**src/rtl/hazard_ctrl_pkg.sv**
```systemverilog
// Shared pipeline definitions for the hazard controller: FSM states,
// forwarding selects and internal counter widths.
package hazard_ctrl_pkg;

    typedef enum logic [1:0] {
        IDLE      = 2'd0,
        LOAD_WAIT = 2'd1,
        MEM_WAIT  = 2'd2
    } hz_state_e;

    typedef enum logic [1:0] {
        FWD_REG = 2'b00,
        FWD_WB  = 2'b01,
        FWD_MEM = 2'b10
    } fwd_sel_e;

    // Sized for the widest legal LOAD_DELAY (4) and MD_LATENCY (64).
    localparam int unsigned LD_CNT_W = 3;
    localparam int unsigned MD_CNT_W = 7;

endpackage

```
**src/rtl/hazard_ctrl_if.sv**
```systemverilog
// Pipeline-to-hazard-unit signal bundle; the slave side is the hazard controller.
interface hazard_ctrl_if #(
    parameter int unsigned REG_W = 5
);
    logic             ctrlMemRead_ID_EX;
    logic [REG_W-1:0] rt_ID_EX;
    logic [REG_W-1:0] rs_IF_ID;
    logic [REG_W-1:0] rt_IF_ID;
    logic             usesRs_IF_ID;
    logic             usesRt_IF_ID;
    logic             usesHiLo_IF_ID;
    logic             mdStart;
    logic [REG_W-1:0] rs_ID_EX;
    logic             regWrite_EX_MEM;
    logic             regWrite_MEM_WB;
    logic [REG_W-1:0] rd_EX_MEM;
    logic [REG_W-1:0] rd_MEM_WB;
    logic             branchTaken_ID;
    logic             memReady;

    logic             stallPC;
    logic             stallIF_ID;
    logic             flushIF_ID;
    logic             flushID_EX;
    logic             freezeAll;
    logic [1:0]       fwdA;
    logic [1:0]       fwdB;
    logic             mdBusy;

    modport master (
        output ctrlMemRead_ID_EX, rt_ID_EX, rs_IF_ID, rt_IF_ID, usesRs_IF_ID,
               usesRt_IF_ID, usesHiLo_IF_ID, mdStart, rs_ID_EX, regWrite_EX_MEM,
               regWrite_MEM_WB, rd_EX_MEM, rd_MEM_WB, branchTaken_ID, memReady,
        input  stallPC, stallIF_ID, flushIF_ID, flushID_EX, freezeAll,
               fwdA, fwdB, mdBusy
    );

    modport slave (
        input  ctrlMemRead_ID_EX, rt_ID_EX, rs_IF_ID, rt_IF_ID, usesRs_IF_ID,
               usesRt_IF_ID, usesHiLo_IF_ID, mdStart, rs_ID_EX, regWrite_EX_MEM,
               regWrite_MEM_WB, rd_EX_MEM, rd_MEM_WB, branchTaken_ID, memReady,
        output stallPC, stallIF_ID, flushIF_ID, flushID_EX, freezeAll,
               fwdA, fwdB, mdBusy
    );

endinterface

```
**src/rtl/hazard_ctrl_fwd_select.sv**
```systemverilog
// Operand forwarding select for one EX source register; EX/MEM beats MEM/WB.
module fwd_select
    import hazard_ctrl_pkg::*;
#(
    parameter int unsigned W = 5
) (
    input  logic [W-1:0] src,
    input  logic         we_mem,
    input  logic [W-1:0] rd_mem,
    input  logic         we_wb,
    input  logic [W-1:0] rd_wb,
    output fwd_sel_e     sel
);

    always_comb begin
        sel = FWD_REG;
        if (we_wb && (rd_wb != '0) && (rd_wb == src)) begin
            sel = FWD_WB;
        end
        if (we_mem && (rd_mem != '0) && (rd_mem == src)) begin
            sel = FWD_MEM;
        end
    end

endmodule

```
**src/rtl/hazard_ctrl.sv**
```systemverilog
// Pipeline hazard unit: load-use and HI/LO stalls, memory freeze,
// branch flush and EX operand forwarding selects.
module hazard_ctrl
    import hazard_ctrl_pkg::*;
#(
    parameter int unsigned REG_W      = 5,
    parameter int unsigned LOAD_DELAY = 1,
    parameter int unsigned MD_LATENCY = 32
) (
    input  logic         clk,
    input  logic         rst_n,
    hazard_ctrl_if.slave hz
);

    hz_state_e             state_q, state_d;
    hz_state_e             ret_q, ret_d;
    hz_state_e             eff_state;
    logic [LD_CNT_W-1:0]   ld_cnt_q, ld_cnt_d;
    logic [MD_CNT_W-1:0]   md_cnt_q, md_cnt_d;
    logic                  load_use;
    logic                  hilo_haz;
    logic                  stall;
    logic                  freeze;
    fwd_sel_e              fwd_a, fwd_b;

    fwd_select #(.W(REG_W)) u_fwd_a (
        .src    (hz.rs_ID_EX),
        .we_mem (hz.regWrite_EX_MEM),
        .rd_mem (hz.rd_EX_MEM),
        .we_wb  (hz.regWrite_MEM_WB),
        .rd_wb  (hz.rd_MEM_WB),
        .sel    (fwd_a)
    );

    fwd_select #(.W(REG_W)) u_fwd_b (
        .src    (hz.rt_ID_EX),
        .we_mem (hz.regWrite_EX_MEM),
        .rd_mem (hz.rd_EX_MEM),
        .we_wb  (hz.regWrite_MEM_WB),
        .rd_wb  (hz.rd_MEM_WB),
        .sel    (fwd_b)
    );

    // MEM_WAIT is transparent once memory is ready: evaluate as the stored state.
    always_comb begin
        freeze    = !hz.memReady;
        eff_state = (state_q == MEM_WAIT) ? ret_q : state_q;
        load_use  = hz.ctrlMemRead_ID_EX && (hz.rt_ID_EX != '0) &&
                    ((hz.usesRs_IF_ID && (hz.rt_ID_EX == hz.rs_IF_ID)) ||
                     (hz.usesRt_IF_ID && (hz.rt_ID_EX == hz.rt_IF_ID)));
        hilo_haz  = hz.usesHiLo_IF_ID && ((md_cnt_q != '0) || hz.mdStart);
        stall     = (eff_state == LOAD_WAIT) || load_use || hilo_haz;
    end

    always_ff @(posedge clk) begin
        if (!rst_n) begin
            state_q  <= IDLE;
            ret_q    <= IDLE;
            ld_cnt_q <= '0;
            md_cnt_q <= '0;
        end else begin
            state_q  <= state_d;
            ret_q    <= ret_d;
            ld_cnt_q <= ld_cnt_d;
            md_cnt_q <= md_cnt_d;
        end
    end

    always_comb begin
        state_d  = state_q;
        ret_d    = ret_q;
        ld_cnt_d = ld_cnt_q;
        md_cnt_d = md_cnt_q;
        if (freeze) begin
            state_d = MEM_WAIT;
            ret_d   = eff_state;
        end else begin
            state_d = eff_state;
            ret_d   = IDLE;
            case (eff_state)
                IDLE: begin
                    if (load_use && (LOAD_DELAY > 1)) begin
                        state_d  = LOAD_WAIT;
                        ld_cnt_d = LD_CNT_W'(LOAD_DELAY - 1);
                    end
                end
                LOAD_WAIT: begin
                    ld_cnt_d = ld_cnt_q - LD_CNT_W'(1);
                    if (ld_cnt_q == LD_CNT_W'(1)) begin
                        state_d = IDLE;
                    end
                end
                default: state_d = IDLE;
            endcase
            if (hz.mdStart) begin
                md_cnt_d = MD_CNT_W'(MD_LATENCY);
            end else if (md_cnt_q != '0) begin
                md_cnt_d = md_cnt_q - MD_CNT_W'(1);
            end
        end
    end

    always_comb begin
        hz.stallPC    = 1'b0;
        hz.stallIF_ID = 1'b0;
        hz.flushIF_ID = 1'b0;
        hz.flushID_EX = 1'b0;
        hz.freezeAll  = 1'b0;
        hz.fwdA       = FWD_REG;
        hz.fwdB       = FWD_REG;
        hz.mdBusy     = 1'b0;
        if (rst_n) begin
            if (freeze) begin
                hz.freezeAll  = 1'b1;
                hz.stallPC    = 1'b1;
                hz.stallIF_ID = 1'b1;
            end else if (stall) begin
                hz.stallPC    = 1'b1;
                hz.stallIF_ID = 1'b1;
                hz.flushID_EX = 1'b1;
            end else begin
                hz.flushIF_ID = hz.branchTaken_ID;
            end
            hz.fwdA   = fwd_a;
            hz.fwdB   = fwd_b;
            hz.mdBusy = (md_cnt_q != '0);
        end
    end

endmodule

```
**src/flat_wrapper.sv**
```systemverilog
// flat-port wrapper written by rule: the top's interface ports become plain ports
module hazard_ctrl_flat import hazard_ctrl_pkg::*;
#(
    parameter int unsigned REG_W      = 5,
    parameter int unsigned LOAD_DELAY = 1,
    parameter int unsigned MD_LATENCY = 32
)
  (clk, rst_n, hz_ctrlMemRead_ID_EX, hz_rt_ID_EX, hz_rs_IF_ID, hz_rt_IF_ID, hz_usesRs_IF_ID, hz_usesRt_IF_ID, hz_usesHiLo_IF_ID, hz_mdStart, hz_rs_ID_EX, hz_regWrite_EX_MEM, hz_regWrite_MEM_WB, hz_rd_EX_MEM, hz_rd_MEM_WB, hz_branchTaken_ID, hz_memReady, hz_stallPC, hz_stallIF_ID, hz_flushIF_ID, hz_flushID_EX, hz_freezeAll, hz_fwdA, hz_fwdB, hz_mdBusy);
  hazard_ctrl_if #(.REG_W(REG_W)) hz_i ();
  input  logic clk;
  input  logic rst_n;
  input wire logic [$bits(hz_i.ctrlMemRead_ID_EX)-1:0] hz_ctrlMemRead_ID_EX;
  input wire logic [$bits(hz_i.rt_ID_EX)-1:0] hz_rt_ID_EX;
  input wire logic [$bits(hz_i.rs_IF_ID)-1:0] hz_rs_IF_ID;
  input wire logic [$bits(hz_i.rt_IF_ID)-1:0] hz_rt_IF_ID;
  input wire logic [$bits(hz_i.usesRs_IF_ID)-1:0] hz_usesRs_IF_ID;
  input wire logic [$bits(hz_i.usesRt_IF_ID)-1:0] hz_usesRt_IF_ID;
  input wire logic [$bits(hz_i.usesHiLo_IF_ID)-1:0] hz_usesHiLo_IF_ID;
  input wire logic [$bits(hz_i.mdStart)-1:0] hz_mdStart;
  input wire logic [$bits(hz_i.rs_ID_EX)-1:0] hz_rs_ID_EX;
  input wire logic [$bits(hz_i.regWrite_EX_MEM)-1:0] hz_regWrite_EX_MEM;
  input wire logic [$bits(hz_i.regWrite_MEM_WB)-1:0] hz_regWrite_MEM_WB;
  input wire logic [$bits(hz_i.rd_EX_MEM)-1:0] hz_rd_EX_MEM;
  input wire logic [$bits(hz_i.rd_MEM_WB)-1:0] hz_rd_MEM_WB;
  input wire logic [$bits(hz_i.branchTaken_ID)-1:0] hz_branchTaken_ID;
  input wire logic [$bits(hz_i.memReady)-1:0] hz_memReady;
  output wire logic [$bits(hz_i.stallPC)-1:0] hz_stallPC;
  output wire logic [$bits(hz_i.stallIF_ID)-1:0] hz_stallIF_ID;
  output wire logic [$bits(hz_i.flushIF_ID)-1:0] hz_flushIF_ID;
  output wire logic [$bits(hz_i.flushID_EX)-1:0] hz_flushID_EX;
  output wire logic [$bits(hz_i.freezeAll)-1:0] hz_freezeAll;
  output wire logic [$bits(hz_i.fwdA)-1:0] hz_fwdA;
  output wire logic [$bits(hz_i.fwdB)-1:0] hz_fwdB;
  output wire logic [$bits(hz_i.mdBusy)-1:0] hz_mdBusy;
  assign hz_i.ctrlMemRead_ID_EX = hz_ctrlMemRead_ID_EX;
  assign hz_i.rt_ID_EX = hz_rt_ID_EX;
  assign hz_i.rs_IF_ID = hz_rs_IF_ID;
  assign hz_i.rt_IF_ID = hz_rt_IF_ID;
  assign hz_i.usesRs_IF_ID = hz_usesRs_IF_ID;
  assign hz_i.usesRt_IF_ID = hz_usesRt_IF_ID;
  assign hz_i.usesHiLo_IF_ID = hz_usesHiLo_IF_ID;
  assign hz_i.mdStart = hz_mdStart;
  assign hz_i.rs_ID_EX = hz_rs_ID_EX;
  assign hz_i.regWrite_EX_MEM = hz_regWrite_EX_MEM;
  assign hz_i.regWrite_MEM_WB = hz_regWrite_MEM_WB;
  assign hz_i.rd_EX_MEM = hz_rd_EX_MEM;
  assign hz_i.rd_MEM_WB = hz_rd_MEM_WB;
  assign hz_i.branchTaken_ID = hz_branchTaken_ID;
  assign hz_i.memReady = hz_memReady;
  assign hz_stallPC = hz_i.stallPC;
  assign hz_stallIF_ID = hz_i.stallIF_ID;
  assign hz_flushIF_ID = hz_i.flushIF_ID;
  assign hz_flushID_EX = hz_i.flushID_EX;
  assign hz_freezeAll = hz_i.freezeAll;
  assign hz_fwdA = hz_i.fwdA;
  assign hz_fwdB = hz_i.fwdB;
  assign hz_mdBusy = hz_i.mdBusy;
  hazard_ctrl #(.REG_W(REG_W), .LOAD_DELAY(LOAD_DELAY), .MD_LATENCY(MD_LATENCY)) u_core (.clk(clk), .rst_n(rst_n), .hz(hz_i));
endmodule
```
**config.mk**
```make
export PLATFORM = sky130hd
export DESIGN_NAME = hazard_ctrl_flat
export DESIGN_NICKNAME = d
export VERILOG_FILES = /design/src/rtl/hazard_ctrl_pkg.sv /design/src/rtl/hazard_ctrl_if.sv /design/src/rtl/hazard_ctrl_fwd_select.sv /design/src/rtl/hazard_ctrl.sv /design/src/flat_wrapper.sv
export SDC_FILE = /design/constraint.sdc
export NUM_CORES = 1
export LEC_CHECK = 0
export CAP_MARGIN = 0
export CORE_MARGIN = 2
export CORE_UTILIZATION = 40
export CTS_CLUSTER_SIZE = 16
export DETAILED_ROUTE_END_ITERATION = 16
export PLACE_DENSITY = 0.79
export SLEW_MARGIN = 20
export SYNTH_ARGS = -nofsm -noshare
export SYNTH_HDL_FRONTEND = slang
export SYNTH_SLANG_ARGS = --single-unit
```
**constraint.sdc**
```tcl
create_clock -name clk -period 6.9 [get_ports clk]
set_clock_uncertainty 0.1 [all_clocks]
set_input_delay 2.07 -clock clk [delete_from_list [all_inputs] [get_ports clk]]
set_output_delay 2.07 -clock clk [all_outputs]
set_load 0.02 [all_outputs]
```
---- Word-level counts from Yosys, hierarchy flattened ----
Index checks and enable logic that the tools add are counted.
word-level totals
  input port bits ......................... 41
  register bits ........................... 14
operators by class
  mux-type cells .......................... 23
  eq/ne operators ......................... 9
  reductions and logical operators ........ 25
  add/sub/neg operators ................... 2
  bitwise operators ....................... 1
operator list
  kind                                                 count
  equality test 5 bit                                  6
  nonzero test 5 bit                                   3
  2-to-1 mux 2 bit                                     7
  2-to-1 mux 7 bit                                     2
  2-to-1 mux 1 bit                                     13
  logical AND 1 bit                                    11
  nonzero test 7 bit                                   1
  subtractor 7 x 1 -> 7 bit, second input constant     1
  AND reduction 2 bit                                  3
  logical OR 1 bit                                     4
  case mux 2 bit (2 select lines)                      1
  equality test 3 x 1 -> 1 bit, second input constant  1
  subtractor 3 x 1 -> 3 bit, second input constant     1
  equality test 2 x 1 -> 1 bit, second input constant  1
  equality test 2 bit, second input constant           1
  logical NOT 2 bit                                    1
  nonzero test 2 bit                                   1
  OR reduction 2 bit                                   1
  inverter 1 bit                                       1

---- Longest topological paths before layout ----
Gate-level depths: netlist (run 1).
  depth after elaboration ................. 9
  gate-level depth with buffers ........... 7
  gate-level depth less buffers ........... 6

---- Hierarchy ----
A second synthesis (run 1) with hierarchy kept.
unflattened totals
  cells, all modules ...................... 149
  area, all modules ....................... 1,214.9 µm²
by module, submodules not included
  module       area each (µm²)  cells an instance  instances
  hazard_ctrl  912.1            109                1
  fwd_select   151.4            20                 2

---- Worst setup path before layout (run 1) ----
Ideal clock, no wire load.
  kind .................................... input to output
  start point ............................. in hz_rd_EX_MEM[1]
  end point ............................... out hz_fwdA[0]
  setup slack ............................. 1.143 ns
  stages .................................. 4
  required time ........................... 4.730 ns
  data arrival time ....................... 3.587 ns
  cell sequence ........................... or4_1 o21ai_0 nor4_1 nor4_1
on the way
  cells in the longest elaborated chain, start to end .. 5
RTL lines
  element              line                          text
  from (decl)          flat_wrapper.sv:23            input wire logic [$bits(hz_i.rd_EX_MEM)-1:0] hz_rd_EX_MEM;
  nonzero test 5 bit   hazard_ctrl_fwd_select.sv:20  if (we_mem && (rd_mem != '0) && (rd_mem == src)) begin
  logical AND 1 bit    hazard_ctrl_fwd_select.sv:20
  logical AND 1 bit *  hazard_ctrl_fwd_select.sv:20
  2-to-1 mux 2 bit *   hazard_ctrl_fwd_select.sv:20
  2-to-1 mux 2 bit *   hazard_ctrl.sv:112            if (rst_n) begin
  to (decl)            flat_wrapper.sv:32            output wire logic [$bits(hz_i.fwdA)-1:0] hz_fwdA;
Mark *: on every way between the ends. The rest lies on a longest branch, timed or not.

---- Worst setup path after layout (run 1) ----
  start point ............................. in hz_rd_EX_MEM[1]
  end point ............................... out hz_fwdB[0]
on the way
  cells in the longest elaborated chain, start to end .. 5
RTL lines
  element              line                          text
  nonzero test 5 bit   hazard_ctrl_fwd_select.sv:20
  logical AND 1 bit    hazard_ctrl_fwd_select.sv:20
  logical AND 1 bit *  hazard_ctrl_fwd_select.sv:20
  2-to-1 mux 2 bit *   hazard_ctrl_fwd_select.sv:20
  2-to-1 mux 2 bit *   hazard_ctrl.sv:112
  to (decl)            flat_wrapper.sv:33            output wire logic [$bits(hz_i.fwdB)-1:0] hz_fwdB;
Marks and branches as above.

==> load_flow_metrics.sql, run 1 <==
INSERT INTO impl_metrics (metric_group, metric, value, unit) VALUES
('timing', 'setup-tns-final', '0', 'ps'),
('routing', 'num_vias', '1180', ''),
('global_route', 'grt_pass1_vias', '1178', ''),
('cts', 'cts_post_setup_buffers_inserted', '0', ''),
('critical_path', 'critical_path_at', '4500', 'ps'),
('critical_path', 'setup.worst_path.class', 'input pin to primary output', ''),
('yosys', 'synth_enable_flop_cells', '0', ''),
('routing', 'dr.pass1.iters', '4', ''),
('yosys', 'synth.yosys.seq_area_share', '23.8', '%'),
('critical_path', 'critical_path.reg2reg.endpoint', 'u_core.md_cnt_q[2]', ''),
('place', 'last_weighted_congestion_value_of_the_routability_driven_placer', '0.916', ''),
('finish', 'multi_input_comb_area', '832', 'um^2'),
('die', 'floorplan.die.height', '58.3', 'um'),
('routing', 'drt_iter0_markers', '35', ''),
('finish', 'fillCellCount', '254', ''),
('die', 'design.core.area', '0.00278', 'mm^2'),
('die', 'fp-row-count', '19', ''),
('finish', 'insertedDiodeCount', '0', ''),
('yosys', 'synth.distinct_cells', '41', ''),
('timing', 'finalHoldViolations', '0', ''),
('cts', 'path_clk_slew', '90', 'ps'),
('power', 'powerDensity', '143', 'mW/mm^2'),
('cts', 'cts_inserted_buffers', '3', ''),
('power', 'power.static_leakage', '0.638', 'nW'),
('yosys', 'synth_cells', '141', ''),
('yosys', 'post_synth_instance_area', '0.00118', 'mm^2'),
('routing', 'routed_wl', '2990', 'um'),
('timing', 'final-max-slew-violation-count', '0', ''),
('critical_path', 'cp_top_family', 'buffers and inverters', ''),
('critical_path', 'setup_slack_on_the_worst_flop_to_flop_path', '5040', 'ps'),
('global_route', 'grtUsageMet3', '3.79', '%'),
('critical_path', 'critical_path.max_stage_delay', '660', 'ps'),
('yosys', 'ys_async_sr_fraction', '0', '%'),
('min_path', 'worst_hold_check_path_type', 'flop to flop', ''),
('die', 'initial_core_util', '42.3', '%'),
('finish', 'fin_nets', '233', ''),
('routing', 'wl_per_cell', '13.8', 'um'),
('global_route', 'grt_pass1_wl', '4990', 'um'),
('critical_path', 'worstSetupEndpointType', 'primary output', ''),
('global_route', 'grt_util_met2', '33.9', '%'),
('global_route', 'antenna_found_initial', '0', ''),
('place', 'hpwl', '2530', 'um'),
('cts', 'tritoncts', 'yes', ''),
('critical_path', 'timing.critical_path.from', 'hz_rd_EX_MEM[1]', ''),
('global_route', 'grt_remaining_overflow', '0', ''),
('yosys', 'syn_nets', '186', ''),
('power', 'design_power_total', '245', 'uW'),
('critical_path', 'worstPathCellList', 'clkdlybuf4s50_1 > or4_1 > o21ai_0 > nor4_1 > nor4_1 > clkdlybuf4s50_1', ''),
('timing', 'timing.slew.headroom', '66.0', '%'),
('critical_path', 'critical_path_depth', '6', ''),
('timing', 'fmax', '150', 'MHz'),
('cts', 'cts_hold_buffers', '0', ''),
('run_status', 'result_of_the_run', 'complete, no violations', ''),
('die', 'dieArea', '0.00339', 'mm^2'),
('finish', 'share_of_final_layout_standard_cells_stronger_than_drive_strength_1', '4.84', '%'),
('die', 'die_width', '58.3', 'um'),
('yosys', 'synth_area_per_cell', '8.35', 'um^2'),
('cts', 'clock_latency', '280', 'ps'),
('flow_run', 'timing.max_cap.violations', '0', ''),
('global_route', 'pin_count_of_the_biggest_net_entering_global_routing', '15', ''),
('finish', 'final-seq-area', '280', 'um^2'),
('global_route', 'track_usage', '19.0', '%'),
('critical_path', 'reg2regPathDepth', '4', ''),
('critical_path', 'critical_path.startpoint_type', 'input pin', ''),
('cts', 'cts.path.max_buffers', '2', ''),
('critical_path', 'cp_data_required_time', '4730', 'ps'),
('timing', 'rsz_0062_raised_after_global_routing', 'no', ''),
('cts', 'cts_root_buf', 'sky130_fd_sc_hd__clkbuf_4', ''),
('critical_path', 'critical_path.slowest_cell', 'sky130_fd_sc_hd__clkdlybuf4s50_1', ''),
('timing', 'finalSetupViolCount', '0', ''),
('timing', 'final.min_clock_period', '6670', 'ps');
## logic make-up after synthesis
family                   count (synthesis)  share of synthesized area (%)
AND/OR/NAND/NOR                         46                           23.2
XOR/XNOR                                35                           26.0
AO/OA/AOI/OAI                           26                           17.2
buffers and inverters                   16                           5.53
adder cells (fa/ha/maj)                  4                           4.25
flip-flops                              14                           23.8
## report_power, final
group,internal (mW),switching (mW)
sequential,0.0867,0.00652
combinational,0.0556,0.0507
clock,0.0202,0.0248
## layout make-up
class / count / area share (%)
clock buffer: 3 / 1.32
inverter: 7 / 1.54
multi-input combinational: 111 / 48.7
sequential: 14 / 16.4
tap: 31 / 2.27
timing repair buffer: 51 / 29.7
## Yosys cell counts (2+ instances only)
master / instances / area [um^2]
sky130_fd_sc_hd__o211ai_1: 2 / 15.0
sky130_fd_sc_hd__o21ai_0: 6 / 30.0
sky130_fd_sc_hd__nand2b_1: 2 / 12.5
sky130_fd_sc_hd__clkbuf_1: 7 / 26.3
sky130_fd_sc_hd__xnor2_1: 10 / 87.6
sky130_fd_sc_hd__nor2_1: 10 / 37.5
sky130_fd_sc_hd__nand3_1: 3 / 15.0
sky130_fd_sc_hd__a21oi_1: 5 / 25.0
sky130_fd_sc_hd__nor2b_1: 2 / 12.5
sky130_fd_sc_hd__xor2_1: 25 / 219
sky130_fd_sc_hd__o31ai_1: 2 / 15.0
sky130_fd_sc_hd__inv_1: 7 / 26.3
sky130_fd_sc_hd__nor4_1: 6 / 37.5
sky130_fd_sc_hd__ha_1: 4 / 50.1
sky130_fd_sc_hd__nand2_1: 4 / 15.0
sky130_fd_sc_hd__dfxtp_1: 14 / 280
sky130_fd_sc_hd__or4_1: 7 / 52.6
sky130_fd_sc_hd__and2_1: 2 / 12.5
## sequential cells by signal, indices dropped and copies added (netlist names)
| signal | cells |
|---|---|
| u_core.ret_q | 2 |
| u_core.ld_cnt_q | 3 |
| u_core.md_cnt_q | 7 |
| u_core.state_q | 2 |
## worst min path at each step
stage / slack (ps) / cells past startpoint / startpoint / endpoint
final: 380 / 2 / u_core.md_cnt_q[5] / u_core.md_cnt_q[5]
after global routing: 420 / 2 / u_core.state_q[1] / u_core.ret_q[1]
after CTS: 380 / 2 / u_core.md_cnt_q[5] / u_core.md_cnt_q[5]
after detailed placement: 370 / 2 / u_core.md_cnt_q[5] / u_core.md_cnt_q[5]
after global placement: 360 / 2 / u_core.md_cnt_q[5] / u_core.md_cnt_q[5]
after floorplan: 340 / 2 / u_core.md_cnt_q[5] / u_core.md_cnt_q[5]
## metal layers
| metal | part of all wire, % | vias to the layer above |
|---|---|---|
| met5 | 0 | - |
| met2 | 51 | 47 |
| met3 | 7.4 | 6 |
| li1 | - | 592 |
| met1 | 40 | 535 |
| met4 | 1.5 | 0 |
## worst reg2reg max path, cell delays in order (launching register included)
cell	delay [ps]
sky130_fd_sc_hd__dfxtp_1	370
sky130_fd_sc_hd__or4_1	700
sky130_fd_sc_hd__o311ai_4	360
sky130_fd_sc_hd__xor2_1	180
sky130_fd_sc_hd__nor2_1	50
## cells in the final DEF (no fill, tap or decap), types with 2 or more instances in the layout
cell,synthesis,layout
sky130_fd_sc_hd__a21oi_1,5,5
sky130_fd_sc_hd__and2_1,2,2
sky130_fd_sc_hd__clkbuf_4,0,3
sky130_fd_sc_hd__clkdlybuf4s50_1,0,50
sky130_fd_sc_hd__dfxtp_1,14,14
sky130_fd_sc_hd__ha_1,4,4
sky130_fd_sc_hd__inv_1,7,7
sky130_fd_sc_hd__nand2_1,4,4
sky130_fd_sc_hd__nand2b_1,2,2
sky130_fd_sc_hd__nand3_1,3,3
sky130_fd_sc_hd__nor2_1,10,10
sky130_fd_sc_hd__nor2b_1,2,2
sky130_fd_sc_hd__nor4_1,6,6
sky130_fd_sc_hd__o211ai_1,2,2
sky130_fd_sc_hd__o21ai_0,6,6
sky130_fd_sc_hd__o31ai_1,2,2
sky130_fd_sc_hd__or4_1,7,7
sky130_fd_sc_hd__xnor2_1,10,10
sky130_fd_sc_hd__xor2_1,25,25
## through the flow
step	area (um^2)	utilization, %	hold slack (ps)	std cells	setup WS (ps)
floorplan	1180	-	343	141	1140
global placement	1690	60.6	360	214	424
detailed placement	1690	60.6	371	214	234
CTS	1710	61.4	381	217	234
global route	1710	61.4	415	217	152
finish	1710	61.4	379	217	227
Power figures use the tool's default switching activity.
==> inputs of run 2 (changes only) <==
Settings changed: SLEW_MARGIN 20 to 5.
==> results of run 2 <==
Same layout as run 1: the final DEF is identical, and so are final timing and power.
==> inputs of run 3 (changes only) <==
Settings changed: GPL_ROUTABILITY_DRIVEN set to 0.
==> results of run 3 <==
Same layout as run 1: the final DEF is identical, and so are final timing and power.
